===== config.mk =====
export PLATFORM = sky130hd
export DESIGN_NAME = if_fetch_unit
export DESIGN_NICKNAME = d
export VERILOG_FILES = /design/src/rtl/if_pkg.sv /design/src/rtl/if_slot_queue.sv /design/src/rtl/if_fetch_unit.sv
export SDC_FILE = /design/constraint.sdc
export NUM_CORES = 1
export LEC_CHECK = 0
export CORE_MARGIN = 2
export CORE_UTILIZATION = 25
export DETAILED_ROUTE_END_ITERATION = 16
export GPL_ROUTABILITY_DRIVEN = 0
export PLACE_DENSITY = 0.47
export REMOVE_ABC_BUFFERS = 1
export SYNTH_ARGS = -nofsm -noshare
export SYNTH_HDL_FRONTEND = slang
export SYNTH_HIERARCHICAL = 1
export SYNTH_SLANG_ARGS = --single-unit
export TNS_END_PERCENT = 30

===== constraint.sdc =====
create_clock -name clock -period 8.3 [get_ports clock]
set_input_delay 0.83 -clock clock [delete_from_list [all_inputs] [get_ports clock]]
set_output_delay 0.83 -clock clock [all_outputs]
set_load 0.1 [all_outputs]

===== src/rtl/if_pkg.sv =====
// Shared constants and FSM encoding for the instruction-fetch stage.
// Optional feature macro: IF_STATIC_BPRED_EN (static predict-taken for A64 unconditional B).
package if_pkg;

  localparam logic [31:0] NOP_INST = 32'hD503201F;
  localparam logic [5:0]  OPC_B    = 6'b000101;
  localparam int unsigned PC_STEP  = 4;
  // Width of the stale-response drop counter; comfortably above any realistic in-flight count.
  localparam int unsigned DROP_W   = 8;

  typedef enum logic [1:0] {BOOT, FETCH, FULL} if_state_e;

endpackage


===== src/rtl/if_slot_queue.sv =====
// In-order slot queue: entries {pc, inst, filled} with alloc (tail), fill and head pointers.
// With IF_STATIC_BPRED_EN defined it also supports a partial flush that keeps the head slots up to
// and including the slot being filled.
module if_slot_queue
  import if_pkg::*;
#(
  parameter int unsigned ADDR_W = 64,
  parameter int unsigned INST_W = 32,
  parameter int unsigned SLOTS  = 4,
  localparam int unsigned PTR_W = $clog2(SLOTS),
  localparam int unsigned CNT_W = PTR_W + 1
) (
  input  logic              clock,
  input  logic              reset,
  input  logic              alloc,
  input  logic [ADDR_W-1:0] alloc_pc,
  input  logic              fill,
  input  logic [INST_W-1:0] fill_inst,
  input  logic              pop,
  input  logic              flush_all,
`ifdef IF_STATIC_BPRED_EN
  input  logic              flush_keep,
  output logic [ADDR_W-1:0] fill_pc,
`endif
  output logic              head_valid,
  output logic [ADDR_W-1:0] head_pc,
  output logic [INST_W-1:0] head_inst,
  output logic [CNT_W-1:0]  count,
  output logic [CNT_W-1:0]  unfilled
);

  logic [ADDR_W-1:0] pc_q   [SLOTS];
  logic [INST_W-1:0] inst_q [SLOTS];
  logic [SLOTS-1:0]  filled_q;
  logic [PTR_W-1:0]  head_q, fill_q, tail_q;
  logic [CNT_W-1:0]  count_q, unfilled_q;

  assign head_valid = filled_q[head_q];
  assign head_pc    = pc_q[head_q];
  assign head_inst  = inst_q[head_q];
  assign count      = count_q;
  assign unfilled   = unfilled_q;

`ifdef IF_STATIC_BPRED_EN
  logic [CNT_W-1:0] keep_cnt;
  assign fill_pc  = pc_q[fill_q];
  // Slots surviving a predicted branch: head through the branch slot, minus a same-cycle pop.
  assign keep_cnt = CNT_W'(PTR_W'(fill_q - head_q)) + CNT_W'(1) - CNT_W'(pop);
`endif

  // Slot storage and pointer/occupancy bookkeeping.
  always_ff @(posedge clock or negedge reset) begin
    if (!reset) begin
      for (int i = 0; i < SLOTS; i++) begin
        pc_q[i]   <= '0;
        inst_q[i] <= '0;
      end
      filled_q   <= '0;
      head_q     <= '0;
      fill_q     <= '0;
      tail_q     <= '0;
      count_q    <= '0;
      unfilled_q <= '0;
    end else if (flush_all) begin
      filled_q   <= '0;
      fill_q     <= head_q;
      tail_q     <= head_q;
      count_q    <= '0;
      unfilled_q <= '0;
    end else begin
      if (fill) begin
        inst_q[fill_q]   <= fill_inst;
        filled_q[fill_q] <= 1'b1;
        fill_q           <= fill_q + 1'b1;
      end
      if (alloc) begin
        pc_q[tail_q]     <= alloc_pc;
        filled_q[tail_q] <= 1'b0;
        tail_q           <= tail_q + 1'b1;
      end
      if (pop) begin
        filled_q[head_q] <= 1'b0;
        head_q           <= head_q + 1'b1;
      end
      count_q    <= count_q + CNT_W'(alloc) - CNT_W'(pop);
      unfilled_q <= unfilled_q + CNT_W'(alloc) - CNT_W'(fill);
`ifdef IF_STATIC_BPRED_EN
      // Younger slots are all unfilled, so dropping them just rewinds the tail.
      if (flush_keep) begin
        tail_q     <= fill_q + 1'b1;
        count_q    <= keep_cnt;
        unfilled_q <= '0;
      end
`endif
    end
  end

endmodule


===== src/rtl/if_fetch_unit.sv =====
// Instruction-fetch stage: owns the PC, issues pipelined imem requests, buffers responses in an
// in-order slot queue and hands {pc, inst} to ID. Redirects discard stale in-flight responses.
// Optional feature macro: IF_STATIC_BPRED_EN (predict-taken redirect on unconditional B).
module if_fetch_unit
  import if_pkg::*;
#(
  parameter int unsigned       ADDR_W   = 64,
  parameter int unsigned       INST_W   = 32,
  parameter int unsigned       SLOTS    = 4,
  parameter logic [ADDR_W-1:0] RESET_PC = '0
) (
  input  logic              clock,
  input  logic              reset,
  output logic              imem_req_o,
  output logic [ADDR_W-1:0] imem_addr_o,
  input  logic              imem_gnt_i,
  input  logic              imem_rvalid_i,
  input  logic [INST_W-1:0] imem_rdata_i,
  input  logic              redirect_i,
  input  logic [ADDR_W-1:0] redirect_pc_i,
  output logic              id_valid_o,
  input  logic              id_ready_i,
  output logic [ADDR_W-1:0] id_pc_o,
  output logic [INST_W-1:0] id_inst_o
);

  localparam int unsigned CNT_W = $clog2(SLOTS) + 1;

  if_state_e         state_q;
  logic [ADDR_W-1:0] pc_q;
  logic [DROP_W-1:0] drop_q;
  logic [DROP_W-1:0] outstanding;
  logic [CNT_W-1:0]  count, unfilled;
  logic              head_valid, rv_drop, rv_fill, fill, req, issue, pop, predict;

  assign outstanding = drop_q + DROP_W'(unfilled);
  // Stale responses always sit ahead of live ones, so they are consumed first.
  assign rv_drop     = imem_rvalid_i && (drop_q != '0);
  assign rv_fill     = imem_rvalid_i && (drop_q == '0) && (unfilled != '0);
  assign fill        = rv_fill && !redirect_i;

`ifdef IF_STATIC_BPRED_EN
  logic [ADDR_W-1:0] fill_pc, target;
  assign predict = rv_fill && !redirect_i && (imem_rdata_i[31:26] == OPC_B);
  assign target  = fill_pc + {{(ADDR_W-28){imem_rdata_i[25]}}, imem_rdata_i[25:0], 2'b00};
`else
  assign predict = 1'b0;
`endif

  assign req   = (state_q == FETCH) && !redirect_i && !predict && (count < CNT_W'(SLOTS));
  assign issue = req && imem_gnt_i;
  assign pop   = head_valid && id_ready_i && !redirect_i;

  assign imem_req_o  = req;
  assign imem_addr_o = pc_q;
  assign id_valid_o  = head_valid;

  if_slot_queue #(
    .ADDR_W(ADDR_W),
    .INST_W(INST_W),
    .SLOTS (SLOTS)
  ) u_slot_queue (
    .clock     (clock),
    .reset     (reset),
    .alloc     (issue),
    .alloc_pc  (pc_q),
    .fill      (fill),
    .fill_inst (imem_rdata_i),
    .pop       (pop),
    .flush_all (redirect_i),
`ifdef IF_STATIC_BPRED_EN
    .flush_keep(predict),
    .fill_pc   (fill_pc),
`endif
    .head_valid(head_valid),
    .head_pc   (id_pc_o),
    .head_inst (id_inst_o),
    .count     (count),
    .unfilled  (unfilled)
  );

  // PC, fetch FSM and stale-response drop counter.
  always_ff @(posedge clock or negedge reset) begin
    if (!reset) begin
      state_q <= BOOT;
      pc_q    <= RESET_PC;
      drop_q  <= '0;
    end else if (redirect_i) begin
      state_q <= FETCH;
      pc_q    <= {redirect_pc_i[ADDR_W-1:2], 2'b00};
      // A response arriving right now is itself stale and already accounted for.
      drop_q  <= outstanding - DROP_W'(imem_rvalid_i && (outstanding != '0));
`ifdef IF_STATIC_BPRED_EN
    end else if (predict) begin
      state_q <= FETCH;
      pc_q    <= target;
      // drop_q is zero on any fill; the branch slot itself is being filled.
      drop_q  <= DROP_W'(unfilled) - DROP_W'(1);
`endif
    end else begin
      if (issue) pc_q <= pc_q + ADDR_W'(PC_STEP);
      if (rv_drop) drop_q <= drop_q - DROP_W'(1);
      case (state_q)
        BOOT:    state_q <= FETCH;
        FETCH:   if (issue && ((count + CNT_W'(1) - CNT_W'(pop)) == CNT_W'(SLOTS))) state_q <= FULL;
        FULL:    if (pop) state_q <= FETCH;
        default: state_q <= BOOT;
      endcase
    end
  end

`ifndef SYNTHESIS
  // Memory must never return data that was not requested.
  rvalid_has_req: assert property (@(posedge clock) disable iff (!reset)
                                   imem_rvalid_i |-> (outstanding != '0))
    else $error("if_fetch_unit: rvalid with no outstanding request");
`endif

endmodule


==> results of run 1 <==
cell usage after synthesis, drive strengths merged (5+ instances only):
library cell / number / area share
o21ai: 27 / 0.0060
buf: 67 / 0.024
a21oi: 14 / 0.0031
mux4: 97 / 0.096
nand3: 56 / 0.012
nand4: 38 / 0.013
a221o: 8 / 0.0035
inv: 28 / 0.0046
xor2: 10 / 0.0039
xnor2: 21 / 0.0081
and3: 8 / 0.0022
mux2i: 12 / 0.0053
o311ai: 14 / 0.0054
nand2: 82 / 0.014
o211ai: 18 / 0.0060
or4: 10 / 0.0035
nor4: 18 / 0.0097
nor2: 29 / 0.0048
a31oi: 5 / 0.0014
ha: 27 / 0.015
nand3b: 8 / 0.0049
mux2: 390 / 0.19
clkbuf: 29 / 0.0048
nor2b: 11 / 0.0030
a22oi: 5 / 0.0017
nor3: 20 / 0.0054
or3: 12 / 0.0033
dfrtp: 472 / 0.52
kinds of logic after synthesis:
family	share of synthesized area
multiplexers	0.295
flip-flops	0.521
AND/OR/NAND/NOR	0.0821
buffers and inverters	0.0339
AO/OA/AOI/OAI	0.0362
XOR/XNOR	0.0140
adder cells (fa/ha/maj)	0.0175
other	0.000165
worst paths after layout:
| path | startpoint | endpoint | slack [ns] | depth (start not counted) |
|---|---|---|---|---|
| setup / recovery | u_slot_queue/head_q[1] | id_valid_o | 3.54 | 3 |
| hold / removal | reset | u_slot_queue/inst_q[111] | 0.17 | 1 |
| setup reg to reg | u_slot_queue/head_q[1] | u_slot_queue/count[2] | 4.52 | 11 |
| hold reg to reg | u_slot_queue/inst_q[78] | u_slot_queue/inst_q[78] | 0.49 | 1 |
| max in group asynchronous | reset | u_slot_queue/pc_q[153] | 6.01 | 3 |
| min in group clock | u_slot_queue/inst_q[78] | u_slot_queue/inst_q[78] | 0.49 | 1 |
power groups by stage:
| stage | Clock, uW | Combinational, uW | Sequential, uW |
|---|---|---|---|
| after detailed placement | 0 | 2230 | 2930 |
| after global placement | 0 | 2200 | 2900 |
| after floorplan | 0 | 1460 | 3050 |
| after CTS | 2730 | 2230 | 2890 |
| final | 2620 | 2200 | 2890 |
| after global routing | 2820 | 2310 | 2940 |
layout make-up:
type,instances,share of cell area
Sequential cell,472,0.417
Multi-Input combinational cell,998,0.358
Timing Repair Buffer,285,0.0993
Clock buffer,80,0.0591
Tap cell,1176,0.0519
Clock inverter,25,0.0110
Inverter,28,0.00371
metrics by stage:
stage | power (uW) | instances | util | hold WS, ns | worst slack (ns)
2_1_floorplan | 4510 | 1498 | - | 0.459 | 1.93
3_3_place_gp | 5110 | 2959 | 0.293 | 0.468 | 4.10
3_5_place_dp | 5150 | 2959 | 0.293 | 0.481 | 4.09
4_1_cts | 7850 | 3064 | 0.315 | 0.116 | 3.47
5_1_grt | 8070 | 3064 | 0.315 | 0.150 | 3.42
6_report | 7710 | 3064 | 0.315 | 0.166 | 3.54
routing by layer:
metal | GRT usage | up-vias
li1 | - | 6491
met1 | 0.189 | 7687
met2 | 0.232 | 348
met3 | 0.0406 | 117
met4 | 0.0371 | 20
met5 | 0 | -
worst max-delay path: stages (launching register included):
cell and delay [ns]:
dfrtp_4 0.92, buf_4 0.72, mux4_2 0.37, clkdlybuf4s50_1 1.23
state kept, by name, summed over array words and instances (netlist names), 3 cells and up:
signal,flops
u_slot_queue/count,3
u_slot_queue/inst_q,128
u_slot_queue/filled_q,4
imem_addr_o,62
drop_q,8
u_slot_queue/unfilled,3
u_slot_queue/pc_q,256
==> results_dict.tcl, run 1 <==
set metrics [dict create \
    relSlewSlack 0.225 \
    ys_types 67 \
    cap_violations 0 \
    postCtsHoldBufs 0 \
    place_area_sq_um 26300 \
    hold_viol 0 \
    end_kind "output port" \
    hpwl_um 43200 \
    clockRootBuffer "clkbuf_16" \
    syn_area_sq_um 22700 \
    fin_skew_ns 0.0302 \
    vdd_ir_drop_max_mv 0.174 \
    avgSynthCellArea_sq_um 14.3 \
    start_util 0.252 \
    antenna_left 0 \
    path_max_fanout 39 \
    internal_power_uw 4930 \
    grt-ovfl-total 0 \
    start_kind "flop" \
    switching_power_uw 2780 \
    cts_buffers 57 \
    p_seq_frac 0.375 \
    num-fill-cells 9045 \
    register_area_sq_um 11800 \
    num_rows 110 \
    path_clk_slew_ns 0.06 \
    async_flop_share 1.00 \
    synth_seq_cells 472 \
    die_w_um 305 \
    via_count 14663 \
    firstDrtPassIters 5 \
    drt_iter0_drc 831 \
    cts_tree "built" \
    cellPowerDensity_nw_per_um2 272 \
    design_area_sq_um 28300 \
    h-tree-depth 2 \
    max_freq_ghz 0.210 \
    antenna_cells 0 \
    hold_path_class "in -> async" \
    postSynthCellCount 1585 \
    switching_share 0.360 \
    grt_usage 0.144 \
    pwr-share-comb 0.286 \
    top_layer "met5" \
    grt_max_degree 161 \
    wl_met1_um 29800 \
    power_frac_clock 0.340 \
    rsz0062_at_grt "false" \
    required_ns 7.47 \
    max_slew.worst_pin.slew_ns 1.16 \
    post_cts_resized 0 \
    yosysWarnings 6 \
    drc 0 \
    wl_met3_um 4300 \
    synth_flop_cell "dfrtp_1" \
    die_area_sq_um 93100 \
    status "finished clean" \
    setup_tns_ns 0 \
    drive_above_1_share 0.339 \
    crit_type "reg -> out" \
    finalSetupViolCount 0 \
    wire_per_inst_um 21.9 \
    mostFrequentLayoutCell "dfrtp_1" \
    wirelength_um 67200 \
    clk_path_buf_depth 3 \
    crit_arrival_ns 3.93 \
    wl_met2_um 31500 \
    via_per_inst 4.79 \
    dieHeight_um 305 \
    maxSlewViolCount 0 \
    clock-sinks 472 \
    final_cell_mix "dfrtp_1 (470), mux2_2 (382), clkdlybuf4s50_1 (256), mux4_2 (97), nand2_1 (82)" \
    min_period_over_period 0.573 \
    grt_pass1_vias 15559 \
    place.port_buffers 259 \
    num_io_pins 264 \
    antenna_found_initial 12 \
    synth_edf_count 0 \
    cts_setup_buffers 0 \
    area_growth_pct 24.9 \
    ys_seq_area_frac 0.521 \
    fin_crit_ns 4.76 \
    grt_pass1_wl_um 102000 \
    power_leakage_uw 0.0124 \
    multi_input_area_sq_um 10100 \
    coreArea_sq_um 90000 \
    clk_latency_ns 0.62 \
    fin_nets 1974 \
]
Power figures use the tool's default switching activity.
==> run 2: changes to the inputs <==
--- a/config.mk
+++ b/config.mk
@@ -9,7 +9,7 @@
 export CORE_UTILIZATION = 25
 export DETAILED_ROUTE_END_ITERATION = 16
 export GPL_ROUTABILITY_DRIVEN = 0
-export PLACE_DENSITY = 0.47
+export PLACE_DENSITY = 0.48
 export REMOVE_ABC_BUFFERS = 1
 export SYNTH_ARGS = -nofsm -noshare
 export SYNTH_HDL_FRONTEND = slang
==> constraint.sdc (replaced) <==
create_clock -name clock -period 3.89 [get_ports clock]
set_input_delay 0.389 -clock clock [delete_from_list [all_inputs] [get_ports clock]]
set_output_delay 0.389 -clock clock [all_outputs]
set_load 0.1 [all_outputs]
==> run 2 against run 1 <==
Setup slack got worse by 3.1 ns. Clock skew increased by 0.016 ns. Final cell count increased by 0.65%. Register-to-register slack got worse by 3.8 ns. Sequential power increased by 110%. Largest cell class unchanged. Design area increased by 0.28%.
==> results_dict.tcl, run 2 (synthesized netlist as in run 1, its figures left out) <==
set metrics [dict create \
    antenna_left 0 \
    wire_per_inst_um 22.0 \
    max_freq_ghz 0.286 \
    required_ns 3.50 \
    end_kind "output port" \
    antenna_found_initial 15 \
    final_cell_mix "dfrtp_1 (470), mux2_2 (382), clkdlybuf4s50_1 (172), buf_4 (120), mux4_2 (97)" \
    vdd_ir_drop_max_mv 0.410 \
    cts_tree "built" \
    clk_latency_ns 0.64 \
    status "finished clean" \
    h-tree-depth 2 \
    rsz0062_at_grt "false" \
    wl_met3_um 4400 \
    drc 0 \
    top_layer "met5" \
    regMostFlops "u_slot_queue/pc_q" \
    hold_viol 0 \
    via_count 14560 \
    num_rows 110 \
    pwr-share-comb 0.281 \
    area_growth_pct 25.3 \
    hpwl_um 43500 \
    die_area_sq_um 93100 \
    clock-sinks 472 \
    min_period_over_period 0.898 \
    die_w_um 305 \
    relSlewSlack 0.199 \
    final_core_util 0.316 \
    fin_nets 1991 \
    grt_usage 0.145 \
    switching_share 0.360 \
    wl_met2_um 31600 \
    max_slew.worst_pin.slew_ns 1.20 \
    cts_setup_buffers 0 \
    drt_iter0_drc 702 \
    power_uw 16600 \
    post_cts_resized 0 \
    crit_type "reg -> out" \
    grt_max_degree 114 \
    crit_arrival_ns 3.11 \
    internal_power_uw 10600 \
    cap_violations 0 \
    wirelength_um 67800 \
    path_clk_slew_ns 0.06 \
    p_seq_frac 0.370 \
    grt_pass1_wl_um 103000 \
    num_io_pins 264 \
    fin_crit_ns 3.50 \
    grt-ovfl-total 0 \
    fin_skew_ns 0.0457 \
    clockRootBuffer "clkbuf_16" \
    start_util 0.252 \
    mostFrequentLayoutCell "dfrtp_1" \
    power_leakage_uw 0.0127 \
    cts_buffers 58 \
    coreArea_sq_um 90000 \
    finalSetupViolCount 0 \
    drive_above_1_share 0.387 \
    place.port_buffers 259 \
    largest_reg_flops 256 \
    start_kind "flop" \
    maxSlewViolCount 0 \
    power_frac_clock 0.349 \
    postCtsHoldBufs 1 \
    path_max_fanout 14 \
    hold_path_class "in -> reg" \
    cellPowerDensity_nw_per_um2 586 \
    switching_power_uw 6000 \
    wl_met1_um 29700 \
    via_per_inst 4.72 \
    firstDrtPassIters 5 \
    clk_path_buf_depth 3 \
    grt_pass1_vias 15808 \
    dieHeight_um 305 \
]
run 2: changes by cell type in the layout (fill, tap and decap cells not counted), moves of 2 or more:
cell             previous run  this run
clkbuf_1                    8        11
buf_12                      2         7
clkbuf_8                   14        16
buf_4                      26       120
clkinv_2                   14         7
clkdlybuf4s50_1           256       172
clkinv_16                   0         2
run 2: final timing paths:
check	startpoint	to	slack, ns	depth (start not counted)
min in group asynchronous	reset	u_slot_queue/inst_q[81]	0.46	2
setup / recovery	u_slot_queue/head_q[0]	id_pc_o[0]	0.40	3
hold / removal	redirect_i	u_slot_queue/unfilled[1]	0.20	2
hold reg to reg	u_slot_queue/inst_q[5]	u_slot_queue/inst_q[5]	0.49	1
max in group asynchronous	reset	u_slot_queue/pc_q[60]	2.37	3
setup reg to reg	u_slot_queue/unfilled[0]	drop_q[6]	0.71	12
run 2: power by group through the flow:
stage,sequential (uW),combinational [uW],clock (uW)
floorplan,6510,3110,0
global placement,6180,4670,0
detailed placement,6230,4720,0
CTS,6150,4740,6060
global route,6250,4910,6270
finish,6150,4680,5810
run 2: routing by layer:
metal | track usage | up-vias
met5 | 0 | -
met4 | 0.0450 | 26
met3 | 0.0451 | 119
met2 | 0.233 | 300
met1 | 0.186 | 7606
li1 | - | 6509
run 2: final cells by class:
| cell class | instances | area, sq um |
|---|---|---|
| diodes | 1 | 2.50 |
| flip-flops and latches | 472 | 11800 |
| fillers | 8974 | 61600 |
| multi-input cells | 998 | 10100 |
| repair buffers | 301 | 2790 |
| inverters | 28 | 105 |
| well taps | 1176 | 1470 |
| clock buffers | 86 | 1740 |
| clock inverters | 22 | 354 |
run 2: worst max-delay path, stage by stage, from the launching register on:
cell,delay [ns]
dfrtp_4,0.65
buf_4,0.31
mux4_2,0.55
clkdlybuf4s50_1,0.99
run 2: through the flow:
| stage | setup TNS (ns) | cells | instance area, sq um | hold slack, ns | setup slack (ns) |
|---|---|---|---|---|---|
| 2_1_floorplan | -245.17 | 1498 | 22000 | 0.0934 | -2.48 |
| 3_3_place_gp | 0 | 2974 | 26300 | 0.468 | 0.735 |
| 3_5_place_dp | 0 | 2974 | 26300 | 0.480 | 0.757 |
| 4_1_cts | 0 | 3083 | 28400 | 0.158 | 0.288 |
| 5_1_grt | 0 | 3083 | 28400 | 0.186 | 0.255 |
| 6_report | 0 | 3084 | 28400 | 0.197 | 0.395 |
